$ cat src/rtl/fxp_pkg.sv
// Shared fixed-point datapath package: default widths, divider FSM states
// and the saturation constant. Used by fxp_div, fxp_sat and fxp_mul.
package fxp_pkg;

    localparam int FXP_WIDTH = 32;
    localparam int FXP_FRAC  = 16;

    // All-ones value that a saturated result takes at the default width.
    localparam logic [FXP_WIDTH-1:0] FXP_SAT_ONES = {FXP_WIDTH{1'b1}};

    typedef enum logic [1:0] {
        IDLE = 2'd0,
        CALC = 2'd1,
        DONE = 2'd2
    } fxp_state_e;

endpackage : fxp_pkg

$ cat src/rtl/fxp_sat.sv
// Combinational saturation of a (WIDTH+FRAC)-bit unsigned value down to
// WIDTH bits. Any set bit above the result width clamps to all-ones and
// raises ovf.
module fxp_sat
    import fxp_pkg::*;
#(
    parameter int WIDTH = FXP_WIDTH,
    parameter int FRAC  = FXP_FRAC
) (
    input  logic [WIDTH+FRAC-1:0] val,
    output logic [WIDTH-1:0]      res,
    output logic                  ovf
);

    // Clamp when the value does not fit in WIDTH bits.
    always_comb begin
        res = {WIDTH{1'b0}};
        ovf = 1'b0;
        if (|val[WIDTH+FRAC-1:WIDTH]) begin
            res = {WIDTH{1'b1}};
            ovf = 1'b1;
        end else begin
            res = val[WIDTH-1:0];
            ovf = 1'b0;
        end
    end

endmodule : fxp_sat

$ cat src/rtl/fxp_div.sv
// Sequential unsigned fixed-point divider: c = (a << FRAC) / b by restoring
// long division, one quotient bit per clock, with saturation on overflow and
// on divide-by-zero. Valid/ready handshakes on operands and result.
// Optional feature macro: FXP_DIV_ROUND_EN (round to nearest, ties up);
// without it the quotient is truncated toward zero.
module fxp_div
    import fxp_pkg::*;
#(
    parameter int WIDTH = FXP_WIDTH,
    parameter int FRAC  = FXP_FRAC
) (
    input  logic             clk_i,
    input  logic             rst_n_i,
    input  logic             in_valid_i,
    output logic             in_ready_o,
    input  logic [WIDTH-1:0] a_i,
    input  logic [WIDTH-1:0] b_i,
    output logic             out_valid_o,
    input  logic             out_ready_i,
    output logic [WIDTH-1:0] c_o,
    output logic             dz_o,
    output logic             ovf_o
);

    localparam int WF    = WIDTH + FRAC;
    localparam int CNT_W = $clog2(WF);

    // The dividend register doubles as the quotient register: its MSB feeds
    // the remainder while quotient bits enter at the LSB, so after WF steps
    // it holds the full quotient.
    fxp_state_e       state_r, state_s;
    logic [WF-1:0]    dvd_r, dvd_s;
    logic [WIDTH-1:0] rem_r, rem_s;
    logic [WIDTH-1:0] b_r, b_s;
    logic [CNT_W-1:0] cnt_r, cnt_s;
    logic             dzp_r, dzp_s;
    logic [WIDTH-1:0] c_r, c_s;
    logic             dz_r, dz_s;
    logic             ovf_r, ovf_s;
    logic             out_valid_r, out_valid_s;
    logic             in_ready_r, in_ready_s;

    // One division step on the current registers.
    logic [WIDTH:0]   rem_sh_s;
    logic             ge_s;
    logic [WIDTH-1:0] rem_nx_s;
    logic [WF-1:0]    quo_nx_s;
    logic             rnd_s;
    logic [WF:0]      quo_rnd_s;
    logic [WIDTH-1:0] sat_res_s;
    logic             sat_ovf_s;

    // Restoring step, final rounding decision and the rounded quotient.
    always_comb begin
        rem_sh_s = {rem_r, dvd_r[WF-1]};
        ge_s     = (rem_sh_s >= {1'b0, b_r});
        if (ge_s) begin
            rem_nx_s = WIDTH'(rem_sh_s - {1'b0, b_r});
        end else begin
            rem_nx_s = rem_sh_s[WIDTH-1:0];
        end
        quo_nx_s = {dvd_r[WF-2:0], ge_s};
`ifdef FXP_DIV_ROUND_EN
        rnd_s = ({rem_nx_s, 1'b0} >= {1'b0, b_r});
`else
        rnd_s = 1'b0;
`endif
        quo_rnd_s = {1'b0, quo_nx_s} + {{WF{1'b0}}, rnd_s};
    end

    fxp_sat #(
        .WIDTH (WIDTH),
        .FRAC  (FRAC)
    ) u_sat (
        .val (quo_rnd_s[WF-1:0]),
        .res (sat_res_s),
        .ovf (sat_ovf_s)
    );

    // State register and all datapath/output registers, synchronous reset.
    always_ff @(posedge clk_i) begin
        if (!rst_n_i) begin
            state_r     <= IDLE;
            dvd_r       <= {WF{1'b0}};
            rem_r       <= {WIDTH{1'b0}};
            b_r         <= {WIDTH{1'b0}};
            cnt_r       <= {CNT_W{1'b0}};
            dzp_r       <= 1'b0;
            c_r         <= {WIDTH{1'b0}};
            dz_r        <= 1'b0;
            ovf_r       <= 1'b0;
            out_valid_r <= 1'b0;
            in_ready_r  <= 1'b1;
        end else begin
            state_r     <= state_s;
            dvd_r       <= dvd_s;
            rem_r       <= rem_s;
            b_r         <= b_s;
            cnt_r       <= cnt_s;
            dzp_r       <= dzp_s;
            c_r         <= c_s;
            dz_r        <= dz_s;
            ovf_r       <= ovf_s;
            out_valid_r <= out_valid_s;
            in_ready_r  <= in_ready_s;
        end
    end

    // Next-state and next-register values for the IDLE/CALC/DONE sequence.
    always_comb begin
        state_s     = state_r;
        dvd_s       = dvd_r;
        rem_s       = rem_r;
        b_s         = b_r;
        cnt_s       = cnt_r;
        dzp_s       = dzp_r;
        c_s         = c_r;
        dz_s        = dz_r;
        ovf_s       = ovf_r;
        out_valid_s = out_valid_r;
        in_ready_s  = in_ready_r;
        case (state_r)
            IDLE: begin
                if (in_valid_i) begin
                    b_s        = b_i;
                    in_ready_s = 1'b0;
                    state_s    = CALC;
                    if (b_i == {WIDTH{1'b0}}) begin
                        // A zero divisor spends a single CALC cycle so its
                        // saturated result appears one edge after accept.
                        dzp_s = 1'b1;
                        cnt_s = {CNT_W{1'b0}};
                    end else begin
                        dzp_s = 1'b0;
                        dvd_s = {a_i, {FRAC{1'b0}}};
                        rem_s = {WIDTH{1'b0}};
                        cnt_s = CNT_W'(WF - 1);
                    end
                end else begin
                    state_s = IDLE;
                end
            end
            CALC: begin
                if (dzp_r) begin
                    state_s     = DONE;
                    c_s         = {WIDTH{1'b1}};
                    dz_s        = 1'b1;
                    ovf_s       = 1'b0;
                    out_valid_s = 1'b1;
                end else begin
                    dvd_s = quo_nx_s;
                    rem_s = rem_nx_s;
                    if (cnt_r == {CNT_W{1'b0}}) begin
                        state_s     = DONE;
                        c_s         = sat_res_s;
                        dz_s        = 1'b0;
                        ovf_s       = sat_ovf_s | quo_rnd_s[WF];
                        out_valid_s = 1'b1;
                    end else begin
                        cnt_s = cnt_r - {{(CNT_W-1){1'b0}}, 1'b1};
                    end
                end
            end
            DONE: begin
                if (out_ready_i) begin
                    state_s     = IDLE;
                    out_valid_s = 1'b0;
                    in_ready_s  = 1'b1;
                end else begin
                    state_s = DONE;
                end
            end
            default: begin
                state_s     = IDLE;
                out_valid_s = 1'b0;
                in_ready_s  = 1'b1;
            end
        endcase
    end

    assign in_ready_o  = in_ready_r;
    assign out_valid_o = out_valid_r;
    assign c_o         = c_r;
    assign dz_o        = dz_r;
    assign ovf_o       = ovf_r;

endmodule : fxp_div

$ cat config.mk
export PLATFORM = sky130hd
export DESIGN_NAME = fxp_div
export DESIGN_NICKNAME = d
export VERILOG_FILES = /design/src/rtl/fxp_pkg.sv /design/src/rtl/fxp_sat.sv /design/src/rtl/fxp_div.sv
export SDC_FILE = /design/constraint.sdc
export NUM_CORES = 1
export LEC_CHECK = 0
export BUFFER_PORTS_ARGS = -buffer_cell sky130_fd_sc_hd__buf_2
export CAP_MARGIN = 20
export CORE_ASPECT_RATIO = 2
export CORE_UTILIZATION = 63
export CTS_BUF_LIST = sky130_fd_sc_hd__clkbuf_16
export CTS_CLUSTER_DIAMETER = 30
export DETAILED_ROUTE_END_ITERATION = 8
export GPL_ROUTABILITY_DRIVEN = 0
export PLACE_DENSITY = 0.86
export SYNTH_ARGS = -nofsm -noshare
export SYNTH_HDL_FRONTEND = slang
export SYNTH_HIERARCHICAL = 1
export SYNTH_SLANG_ARGS = --single-unit
$ cat constraint.sdc
create_clock -name clk_i -period 5.25 [get_ports clk_i]
set_input_delay 0.2625 -clock clk_i [delete_from_list [all_inputs] [get_ports clk_i]]
set_output_delay 0.2625 -clock clk_i [all_outputs]
set_load 0.005 [all_outputs]
==> summary.md <==
| Metric | Value |
|---|---|
| Setup TNS | `0 ns` |
| Clk sinks | `157` |
| Routed via count divided by cell count | `6.11` |
| Maximum vdd drop | `0.636 mV` |
| Sequential fraction of the synthesis area | `37.9%` |
| Rows | `59` |
| Worst R2R Path Depth | `11` |
| CP Launch Type | `flip-flop` |
| Port Buffers | `103` |
| Core ar. | `approximately 13,000 sq um` |
| Die Span X | `about 83 um` |
| Arrival time at the worst endpoint | `3.72 ns` |
| Largest cells by area after synthesis | `dfxtp_1 38%, nand2_1 8.3%, a21oi_1 6.2%, mux2i_1 6.2%, ha_1 5.1%` |
| CTS tree | `yes` |
| CTS Buffer Depth | `2` |
| # diodes | `0` |
| Hold Buf Count CTS | `0` |
| Nets | `1,197` |
| Status | `complete, no violations` |
| H-tree depth | `4` |
| Hold EP | `b_r[27]` |
| Critical path class | `reg2reg` |
| Routed wire length | `between 20,000 and 25,000 um` |
| Fmax | `294 MHz` |
| Chip Height | `164 um` |
| Fin. max-slew vios | `0` |
| Clk_lat worst skew | `0.43 ns` |
| Endpoints failing setup | `0` |
| WP data required | `about 5.6 ns` |
| Distinct cells, synth | `65` |
| Number of fillers in the final layout | `993` |
| DR vias | `7,688` |
| Synth cell count leaders | `183 x nand2_1, 157 x dfxtp_1, 102 x a21oi_1` |
| HP Start | `b_i[27]` |
| Global-route wire length before repair | `35,100 um` |
| Synth warnings | `6` |
| Max Used Layer | `met4` |
| Worst slew pin tran | `1.08 ns` |
| PwrDens | `603 nW/um^2` |
| I/O pin count | `104` |
| Worst setup margin | `1.84 ns` |
| Post-CTS setup buffers | `0` |
| Relative slew margins | `27.5%` |
| Area leader, netlist | `dfxtp_1` |
| Post-cts gate resize count | `0` |
| Worst hold stages | `3` |
| Total CTS buffers | `17` |
| RSZ-0062 raised after global routing | `false` |
| Tot Pwr | `around 0.0056 W` |
| DRT met1 WL | `a little under 8000 um` |
| Met2 Wirelength | `between 10,000 and 15,000 um` |
| Synth async-reset ratio | `0%` |
| Syn Nets | `1,129` |
| P_leak | `4.03 nW` |
| Post-synth EDFFs | `0` |
| Synth top area share | `37.9%` |
| Initial antenna violation count | `0` |
| Crit Path Max Fanout | `19` |
| Final ANT Viol Nets | `0` |
| Post-Place Setup Slack | `1.94 ns` |
| Drt initial violations | `446` |
| Flop-to-flop setup slack | `roughly 1.8 ns` |
| Initial Util | `64.2%` |
| Vias in the first global route | `between 7,000 and 8,000` |
| Max capacitance violation total | `0` |
| Minimum clock period | `3.41 ns` |
| Worst-path clk slew | `around 0.070 ns` |
| Root Buffer | `clkbuf_16` |
| Launching point of the worst reg2reg path | `b_r[7]` |
| CP endpoint kind | `flip-flop` |
| Gr usage total | `31.8%` |
| Met3 wire len | `920 um` |
| Multi-input gate area | `4710 sq um` |
| Drc violations | `0` |
| Synthesized area per cell | `between 8 and 9 sq um` |
| Cells after Synth | `1,026` |
| GRT overflow | `0` |
| Reg-to-Reg End | `rem_r[29]` |
| Hold crit path type | `in2reg` |
| Count leader, synth | `nand2_1` |
| Detailed Routing Iterations Pass 1 | `5` |
| Fin Clk Skew | `0.0118 ns` |
| Layout cells sized above 1 | `14.9%` |
| Final hold violation count | `0` |
| DP Wirelength | `14,900 um` |
| Largest net degree at the start of global routing | `66` |
| Drt wl/cell | `17.0 um` |
| #FFs+latches synth | `157` |
| CP Launch Point | `b_r[7]` |
| Mapped cell area | `8300 sq um` |
| Tcrit/Tclk final | `64.9%` |
| Commonest register cell after synthesis | `dfxtp_1` |
| Area delta synth->final | `12.7%` |
| Die area | `13,700 sq um` |
| Reg area | `3140 sq um` |
-- kinds of logic (layout without fill, tap and decap cells) --
kind of cell             after synthesis  after routing  share of synthesized area [%]
XOR/XNOR                              29             29                           3.06
multiplexers                          52             52                           6.29
AO/OA/AOI/OAI                        273            273                           21.5
flip-flops                           157            157                           37.9
AND/OR/NAND/NOR                      375            375                           20.3
buffers and inverters                105            186                           5.58
adder cells (fa/ha/maj)               35             35                           5.37
-- stage by stage --
stage,util [%],cells,hold slack [ns],cell area [sq um]
2_1_floorplan,-,1026,0.398,8300
3_3_place_gp,68.0,1226,0.442,8780
3_5_place_dp,68.0,1226,0.448,8780
4_1_cts,72.3,1258,0.0845,9340
5_1_grt,72.4,1259,0.101,9350
6_report,72.4,1259,0.0850,9350
-- flip-flops by register name (all words and copies together) (netlist names) --
name	flops
c_o	32
out_valid_o	1
b_r	32
in_ready_o	1
state_r	2
dvd_r	48
dz_o	1
rem_r	32
dzp_r	1
ovf_o	1
cnt_r	6
-- area by class of cell --
class                   instances  area share [%]
well taps                     152            2.03
multi-input cells             764            50.4
repair buffers                113            6.40
clock inverters                15            1.36
clock buffers                  17            4.55
inverters                      41            1.66
flip-flops and latches        157            33.6
-- power breakdown --
part           internal [W]  switching [W]
clock              0.000623       0.000549
combinational       0.00127        0.00169
sequential          0.00137       0.000138
total               0.00326        0.00238
-- metal layers --
layer / up-vias / GRT usage (%)
met3: 77 / 4.32
li1: 3732 / -
met4: 0 / 20.2
met1: 3615 / 32.6
met2: 264 / 59.9
met5: - / 0
-- critical path, stage by stage, from the launching register on --
cell	delay, ns
dfxtp_1	0.33
inv_1	0.04
ha_1	0.42
o21ai_1	0.12
o21ai_1	0.21
a2111o_1	0.17
a21oi_2	0.10
o31a_4	0.39
o211a_4	0.25
nor2_4	0.54
nor2_1	0.30
a221o_1	0.42
-- worst max path at each step --
stage          cells past startpoint  slack (ns)   endpoint
2_1_floorplan                     14        2.37     c_o[0]
3_3_place_gp                      11        2.02  rem_r[29]
3_5_place_dp                      11        1.94  rem_r[29]
4_1_cts                           11        1.90  rem_r[29]
5_1_grt                           12        1.70  rem_r[19]
6_report                          11        1.84  rem_r[29]
-- cell usage in the layout (no fill, tap or decap), types with 3 or more instances in the layout --
cell type / Yosys / layout
inv_6: 0 / 5
or2_2: 4 / 4
o211ai_1: 4 / 4
and2_0: 4 / 4
o21ai_1: 18 / 18
o21ai_0: 28 / 28
clkinv_2: 0 / 3
inv_8: 0 / 4
o21a_1: 9 / 9
xor2_1: 11 / 11
a311oi_1: 33 / 33
buf_2: 0 / 103
o21bai_1: 6 / 6
a21o_1: 14 / 14
ha_1: 34 / 34
and2_1: 4 / 4
nor4_1: 12 / 12
buf_4: 1 / 9
a31oi_1: 4 / 4
xnor2_1: 18 / 18
dfxtp_1: 157 / 157
nor3_1: 9 / 9
nand4_1: 9 / 9
inv_1: 41 / 40
nand3_1: 6 / 6
clkbuf_16: 0 / 17
and3_1: 9 / 9
mux2i_1: 51 / 51
nand2b_1: 6 / 6
nor2_1: 85 / 84
a21oi_1: 102 / 101
a2111oi_0: 3 / 3
nor2b_1: 4 / 3
a22o_1: 3 / 3
or2_1: 29 / 29
nand2_1: 183 / 182
a221o_1: 7 / 7
a211oi_1: 3 / 3
a22oi_1: 16 / 16
o22ai_1: 4 / 4
Note: power is estimated with default switching activity, not from simulation.
